==> src/rtl/shift_add_multiplier.sv <==
// Unsigned radix-2 shift-and-add multiplier; one carry-lookahead add per iteration cycle.
// Latency: START accept edge to DONE cycle is WIDTH+1 edges; one result per WIDTH+1 cycles back-to-back.
// Backpressure: START is sampled only while BUSY=0 (IDLE or FIN); requests while BUSY are ignored.
//
// Ports:
//   CLK   rising-edge clock
//   RST   synchronous active-high reset, priority over all other inputs
//   START request, accepted in IDLE or in the FIN (DONE) cycle
//   A, B  multiplicand / multiplier, captured on the accepting edge
//   BUSY  high while iterations are running
//   DONE  one-cycle pulse when P holds a fresh product
//   P     product register, holds the last result until the next completion or reset
//
// WIDTH must be a multiple of 4: the adder is built from 4-bit lookahead groups.

module cla_adder #(
    parameter int WIDTH = 4
) (
    input  logic [WIDTH-1:0] a,
    input  logic [WIDTH-1:0] b,
    input  logic             cin,
    output logic [WIDTH-1:0] sum,
    output logic             cout
);
    localparam int NG = WIDTH / 4;

    logic [WIDTH-1:0] g;
    logic [WIDTH-1:0] p;
    logic [3:0]       gg;
    logic [3:0]       pp;
    logic [4:0]       cc;
    logic             carry;

    assign g = a & b;
    assign p = a ^ b;

    // Full lookahead inside each 4-bit group; group carries ripple between groups.
    // Computed in one process so the carry chain is a plain sequential walk.
    always_comb begin
        gg    = '0;
        pp    = '0;
        cc    = '0;
        sum   = '0;
        carry = cin;
        for (int i = 0; i < NG; i++) begin
            gg    = g[4*i +: 4];
            pp    = p[4*i +: 4];
            cc[0] = carry;
            cc[1] = gg[0] | (pp[0] & cc[0]);
            cc[2] = gg[1] | (pp[1] & gg[0]) | (pp[1] & pp[0] & cc[0]);
            cc[3] = gg[2] | (pp[2] & gg[1]) | (pp[2] & pp[1] & gg[0])
                  | (pp[2] & pp[1] & pp[0] & cc[0]);
            cc[4] = gg[3] | (pp[3] & gg[2]) | (pp[3] & pp[2] & gg[1])
                  | (pp[3] & pp[2] & pp[1] & gg[0])
                  | (pp[3] & pp[2] & pp[1] & pp[0] & cc[0]);
            sum[4*i +: 4] = pp ^ cc[3:0];
            carry = cc[4];
        end
        cout = carry;
    end
endmodule

module shift_add_multiplier #(
    parameter int WIDTH = 4
) (
    input  logic               CLK,
    input  logic               RST,
    input  logic               START,
    input  logic [WIDTH-1:0]   A,
    input  logic [WIDTH-1:0]   B,
    output logic               BUSY,
    output logic               DONE,
    output logic [2*WIDTH-1:0] P
);
    localparam int CW = $clog2(WIDTH);

    typedef enum logic [1:0] {
        IDLE = 2'd0,
        CALC = 2'd1,
        FIN  = 2'd2
    } state_t;

    state_t            state;
    state_t            state_nxt;
    logic              accept;
    logic              last_iter;

    logic [WIDTH-1:0]  m_reg;
    logic [WIDTH-1:0]  acc;
    logic [WIDTH-1:0]  q_reg;
    logic [CW-1:0]     count;
    logic [2*WIDTH-1:0] p_reg;

    logic [WIDTH-1:0]  addend;
    logic [WIDTH-1:0]  sum;
    logic              carry;

    // Adding zero when Q[0]=0 yields {0, ACC}, so the adder is always in the path.
    assign addend = q_reg[0] ? m_reg : '0;

    cla_adder #(.WIDTH(WIDTH)) u_cla (
        .a    (acc),
        .b    (addend),
        .cin  (1'b0),
        .sum  (sum),
        .cout (carry)
    );

    assign last_iter = (count == CW'(WIDTH - 1));

    always_ff @(posedge CLK) begin
        if (RST) begin
            state <= IDLE;
        end else begin
            state <= state_nxt;
        end
    end

    always_comb begin
        state_nxt = state;
        accept    = 1'b0;
        BUSY      = 1'b0;
        DONE      = 1'b0;
        case (state)
            IDLE: begin
                if (START) begin
                    accept    = 1'b1;
                    state_nxt = CALC;
                end
            end
            CALC: begin
                BUSY = 1'b1;
                if (last_iter) begin
                    state_nxt = FIN;
                end
            end
            FIN: begin
                DONE = 1'b1;
                // A new request in the DONE cycle starts immediately.
                if (START) begin
                    accept    = 1'b1;
                    state_nxt = CALC;
                end else begin
                    state_nxt = IDLE;
                end
            end
            default: begin
                state_nxt = IDLE;
            end
        endcase
    end

    always_ff @(posedge CLK) begin
        if (RST) begin
            m_reg <= '0;
            acc   <= '0;
            q_reg <= '0;
            count <= '0;
            p_reg <= '0;
        end else if (accept) begin
            m_reg <= A;
            q_reg <= B;
            acc   <= '0;
            count <= '0;
        end else if (state == CALC) begin
            // {carry, sum, Q} shifted right by one: carry becomes ACC's MSB.
            acc   <= {carry, sum[WIDTH-1:1]};
            q_reg <= {sum[0], q_reg[WIDTH-1:1]};
            count <= count + CW'(1);
            if (last_iter) begin
                p_reg <= {carry, sum, q_reg[WIDTH-1:1]};
            end
        end
    end

    assign P = p_reg;
endmodule

==> config.mk <==
export PLATFORM = sky130hd
export DESIGN_NAME = shift_add_multiplier
export DESIGN_NICKNAME = d
export VERILOG_FILES = /design/src/rtl/shift_add_multiplier.sv
export SDC_FILE = /design/constraint.sdc
export NUM_CORES = 1
export LEC_CHECK = 0
export ABC_AREA = 1
export CAP_MARGIN = 30
export CORE_MARGIN = 10
export CORE_UTILIZATION = 46
export CTS_CLUSTER_SIZE = 12
export DETAILED_ROUTE_END_ITERATION = 16
export MAX_ROUTING_LAYER = met4
export PLACE_DENSITY_LB_ADDON = 0.2
export SLEW_MARGIN = 20
export SYNTH_ARGS = -nofsm -noshare
export SYNTH_HDL_FRONTEND = slang
export SYNTH_HIERARCHICAL = 1
export SYNTH_SLANG_ARGS = --single-unit
==> constraint.sdc <==
create_clock -name CLK -period 1.25 [get_ports CLK]
set_input_delay 0.25 -clock CLK [delete_from_list [all_inputs] [get_ports CLK]]
set_output_delay 0.25 -clock CLK [all_outputs]
set_load 0.01 [all_outputs]
---- After elaboration in Yosys (flattened, before gate mapping) ----
Index checks and enable logic that the tools add are counted.
W data, S select, Z words.
word-level totals
  bits in writable memories ............... 0
  memory bits (read-only) ................. 0
  logic and storage cells ................. 48
  memories ................................ 0
  output and inout port bits .............. 10
  input bits .............................. 11
  latch bits .............................. 0
  register bits ........................... 24
cells by class
  add/sub/neg operators ................... 1
  bitwise gates (word level) .............. 19
  multiplexer cells ....................... 11
  equality and inequality tests ........... 5
  $mul .................................... 0
  order comparisons ....................... 0
  divide/modulo/power cells ............... 0
  shift operators ......................... 0
  reduce and logical (&&, ||, !) cells .... 6
operators by type and width
  operator               count
  $mux W4                3
  $and A1 B1 Y1          9
  $xor A4 B4 Y4          2
  $or A1 B1 Y1           6
  $pmux W2 S3            1
  $mux W1                5
  $and A4 B4 Y4          1
  $eq A2 B2 Y1 const B   2
  $mux W2                2
  $ne A2 B2 Y1 const B   2
  $reduce_or A2 Y1       2
  $reduce_and A3 Y1      1
  $add A2 B1 Y2 const B  1
  $eq A2 B1 Y1 const B   1
  $logic_not A2 Y1       1
  $reduce_and A2 Y1      1
  $reduce_bool A2 Y1     1
  $not A1 Y1             1

---- Depth between registers and ports, before layout ----
  depth in word-level cells ............... 8
  depth in mapped cells ................... 11
  gate-level depth less buffers ........... 11

---- Hierarchy ----
The synthesis kept the hierarchy.
by module, submodules not included
  module                instances  area each (µm²)  cells an instance
  shift_add_multiplier  1          994.7            137
  cla_adder             1          188.9            31

---- Least setup slack after synthesis ----
Ideal clock, no wire load.
  kind .................................... register to register
  start point ............................. reg q_reg[0]
  end point ............................... reg p_reg[4] (netlist: P[4])
  path slack .............................. -0.121 ns
  setup time .............................. 0.070 ns
  arrival time ............................ 1.302 ns
  period minus slack after synthesis ...... 1.371 ns
  stages on the path, launching flop included .. 8
  required time ........................... 1.180 ns
  cell sequence ........................... dfxtp_1 nand2_1 inv_1 inv_1 fa_1 xnor2_1 nand3_1 a21oi_1
between the ends
  longest elaborated chain between the ends .. 3
  elaborated cells between the ends (all ways) .. 4
  classes of those cells .................. mux (1); bitwise (3)
RTL lines
  item                      RTL line  source
  start: declaration        90        logic [WIDTH-1:0] q_reg;
  start signal: assignment  168       q_reg <= {sum[0], q_reg[WIDTH-1:1]};
  $mux W4                   99        assign addend = q_reg[0] ? m_reg : '0;
  named net addend[0]       94        logic [WIDTH-1:0] addend;
  $and A4 B4 Y4             34        assign g = a & b;
  $xor A4 B4 Y4             56        sum[4*i +: 4] = pp ^ cc[3:0];
  named net sum[1]          95        logic [WIDTH-1:0] sum;
  end signal: assignment    171       p_reg <= {carry, sum, q_reg[WIDTH-1:1]};
  end: declaration          92        logic [2*WIDTH-1:0] p_reg;
The timed path passes the listed nets, and every way through them passes these cells.
A chain may end at the register's enable or synchronous reset.

---- Final worst setup path ----
  start point ............................. reg q_reg[0]
  end point ............................... reg acc[2]
between the ends
  longest elaborated chain between the ends .. 6
  elaborated cells between the ends (all ways) .. 9
  classes of those cells .................. mux (1); bitwise (8)
RTL lines
  item                                                  RTL line  source
  $mux W4 (*)                                           99
  named net addend[2]                                   94
  $xor A4 B4 Y4                                         35        assign p = a ^ b;
  $and A1 B1 Y1                                         51        cc[3] = gg[2] | (pp[2] & gg[1]) | (pp[2] & pp[1] & gg[0])
  $or A1 B1 Y1 / $and A1 B1 Y1 (equally long branches)  51
  $or A1 B1 Y1 (*)                                      51
  $xor A4 B4 Y4 (*)                                     56
  named net sum[3]                                      95
  end signal: assignment                                167       acc <= {carry, sum[WIDTH-1:1]};
  end: declaration                                      89        logic [WIDTH-1:0] acc;
Mark *: on every way through the listed nets, which the timed path passes. The rest lies on a longest branch.

==> flow_summary.json <==
{
  "synthCells": 168,
  "status": "finished with violations",
  "cp_num_buf_inv": 1,
  "finalClockSkew_ns": 0.01042,
  "ys_seq_area_share_pct": 40.59,
  "slew_violations": 0,
  "wirelength_um": 2983,
  "start_util_pct": 47.78,
  "hold_depth": 2,
  "vias_per_cell": 4.923,
  "dp_hpwl_um": 2238,
  "fin_area_sq_um": 1688,
  "worst_slack_ns": -0.1704,
  "layout_min_cycle_time_ns": 1.420,
  "antenna_found_initial": 0,
  "ys_types": 21,
  "cp.arrival_ns": 1.64,
  "clock-sinks": 24,
  "cts.path.max_buffers": 2,
  "fmax_mhz": 704.0,
  "hold_viol_final": 0,
  "core.rowCount": 18,
  "cp-end-kind": "flop",
  "crit_end": "acc[2]",
  "max_stage_delay_ns": 0.40,
  "place_congestion": 0.8323,
  "yosysMostFrequentCell": "nand2_1",
  "grt-ovfl-total": 0,
  "io_pins": 21,
  "cts.clk_slew.worst_paths_ns": 0.15,
  "syn_area_per_cell_sq_um": 7.045,
  "drive_gt1_share_pct": 25.85,
  "hold_path.class": "flop to flop",
  "synth_warnings": 6,
  "worst_path_max_delay_cell": "dfxtp_4",
  "vdd_drop_max_uv": 715.5,
  "vias": 1157,
  "timing.rr.end": "acc[2]",
  "wl_per_cell_um": 12.69,
  "reg2reg_depth": 10,
  "grt_pass1_vias": 1179,
  "rsz0062_at_grt": "true",
  "startpoint": "q_reg[0]",
  "rrSetupSlack_ns": -0.17,
  "grt_max_degree": 15,
  "netlist_area_sq_um": 1184,
  "antenna_left": 0,
  "path_cells": "nand2_2, inv_2, ha_4, or2_0, nand2_1, nand2_1, nand2_1, nand2_2, nand2_2, a21oi_2",
  "synthFlopType": "dfxtp_1",
  "synth_top_area_share_pct": 40.59,
  "cts_tree": "done",
  "grt_pass1_wl_um": 5112,
  "io_buffers": 20,
  "largest_reg_flops": 8,
  "syn_to_final_growth_pct": 42.60,
  "timing.final.crit_share_pct": 113.6,
  "p_leak_uw": 0.0008003,
  "cp_max_fo": 5,
  "fillers": 224,
  "insertion_delay_ns": 0.33,
  "synth.area.top_cells": "dfxtp_1 41%, nand2_1 14%, inv_1 7.6%, nand3_1 7.2%, nor2_1 6.3%",
  "dr.pass1.iters": 4,
  "synth-async-reset-ratio_pct": 0,
  "cp-start-kind": "flop",
  "die_w_um": 70.73,
  "seqCellArea_sq_um": 486.7,
  "cts_buffers": 3,
  "violations": "setup timing",
  "power_density_nw_per_um2": 984.7,
  "setup_viol": 8,
  "postPlaceCellArea_sq_um": 1519,
  "multi_input_area_sq_um": 709.4,
  "drc": 0,
  "finish.utilization_pct": 68.13,
  "h-tree-depth": 1,
  "coreArea_sq_um": 2477,
  "nets": 223,
  "synth_edf_count": 0,
  "cts_root_buffer": "clkbuf_4",
  "crit_family": "simple AND/OR/NAND/NOR gates",
  "path_depth": 10,
  "cts_hold_buf": 0,
  "die_y_um": 70.73,
  "grt_usage_pct": 12.46,
  "required_ns": 1.47,
  "yosys-top-cells-count": "44 x nand2_1, 24 x dfxtp_1, 24 x inv_1",
  "rr_startpoint": "q_reg[0]",
  "timing.max_cap.violations": 0,
  "drt_iter0_drc": 57,
  "synth-seq-cells": 24,
  "crit_type": "flop to flop",
  "dieArea_sq_um": 5002,
  "diodes": 0,
  "yosysTopAreaCell": "dfxtp_1"
}
[what timing repair did]
item                       CTS  global route
buffers inserted             2             2
resized for setup           33            18
pin swaps                   16            10
hold endpoints to repair     0             0
setup endpoints to repair   20            25
[layout by cell type (no fill, tap or decap), drive strengths merged, types with 2 or more instances in the layout]
cell           instances
nand4                  2
nand2                 46
buf                   17
conb                   3
clkdlybuf4s15          7
nand3                 17
nor2                  21
dfxtp                 24
inv                   24
ha                     5
nand3b                 4
a21oi                 11
clkbuf                 3
o21ai                  4
clkdlybuf4s50         10
[area by class of cell]
cell class / count / area share (%)
sequential: 24 / 28.84
clock inverter: 1 / 1.779
clock buffer: 3 / 1.334
multi-input combinational: 118 / 42.03
timing repair buffer: 35 / 18.46
tap: 30 / 2.224
inverter: 24 / 5.337
[worst register-to-register path, stage by stage (launching register included)]
cell and delay [ns]:
dfxtp_4 0.40, nand2_2 0.05, inv_2 0.06, ha_4 0.19, or2_0 0.20, nand2_1 0.08, nand2_1 0.06, nand2_1 0.07
nand2_2 0.08, nand2_2 0.08, a21oi_2 0.05
[power by group]
part	total (uW)	internal (uW)	switching, uW
clock	583	324	259
sequential	823	798	25.4
combinational	256	125	131
total	1660	1250	415
[logic make-up after synthesis]
logic type	synth area share, %
compound gates	6.977
xor+xnor	1.480
other cells	0.3168
flops	40.59
buf+inv	10.04
fa+ha+maj	6.977
simple gates	33.62
[worst min path at each step]
stage / start / to / slack [ns]
after floorplan: RST / P[0] / 0.32
after global placement: P[1] / P[1] / 0.45
after detailed placement: P[0] / P[0] / 0.45
after CTS: P[0] / P[0] / 0.47
after global routing: P[0] / P[0] / 0.51
final: P[0] / P[0] / 0.47
[metal layers]
metal	up-vias	wire [um]	track usage, %
li1	595	-	-
met1	539	1215	12.56
met2	21	1611	22.65
met3	2	138	3.766
met4	0	19	3.441
met5	-	0	-
[stage by stage]
step | hold WS (ns) | setup TNS [ns] | setup slack [ns] | cells | power (uW)
after detailed placement | 0.4531 | -1.353 | -0.1305 | 228 | 1070
after global placement | 0.4472 | -0.8323 | -0.08291 | 228 | 1063
after global routing | 0.5055 | -1.728 | -0.2589 | 235 | 1737
after floorplan | 0.3191 | -0.002554 | -0.002554 | 170 | 972.9
after CTS | 0.4733 | -0.7731 | -0.1478 | 234 | 1655
final | 0.4716 | -0.6737 | -0.1704 | 235 | 1662
(Power assumes the default switching activity.)
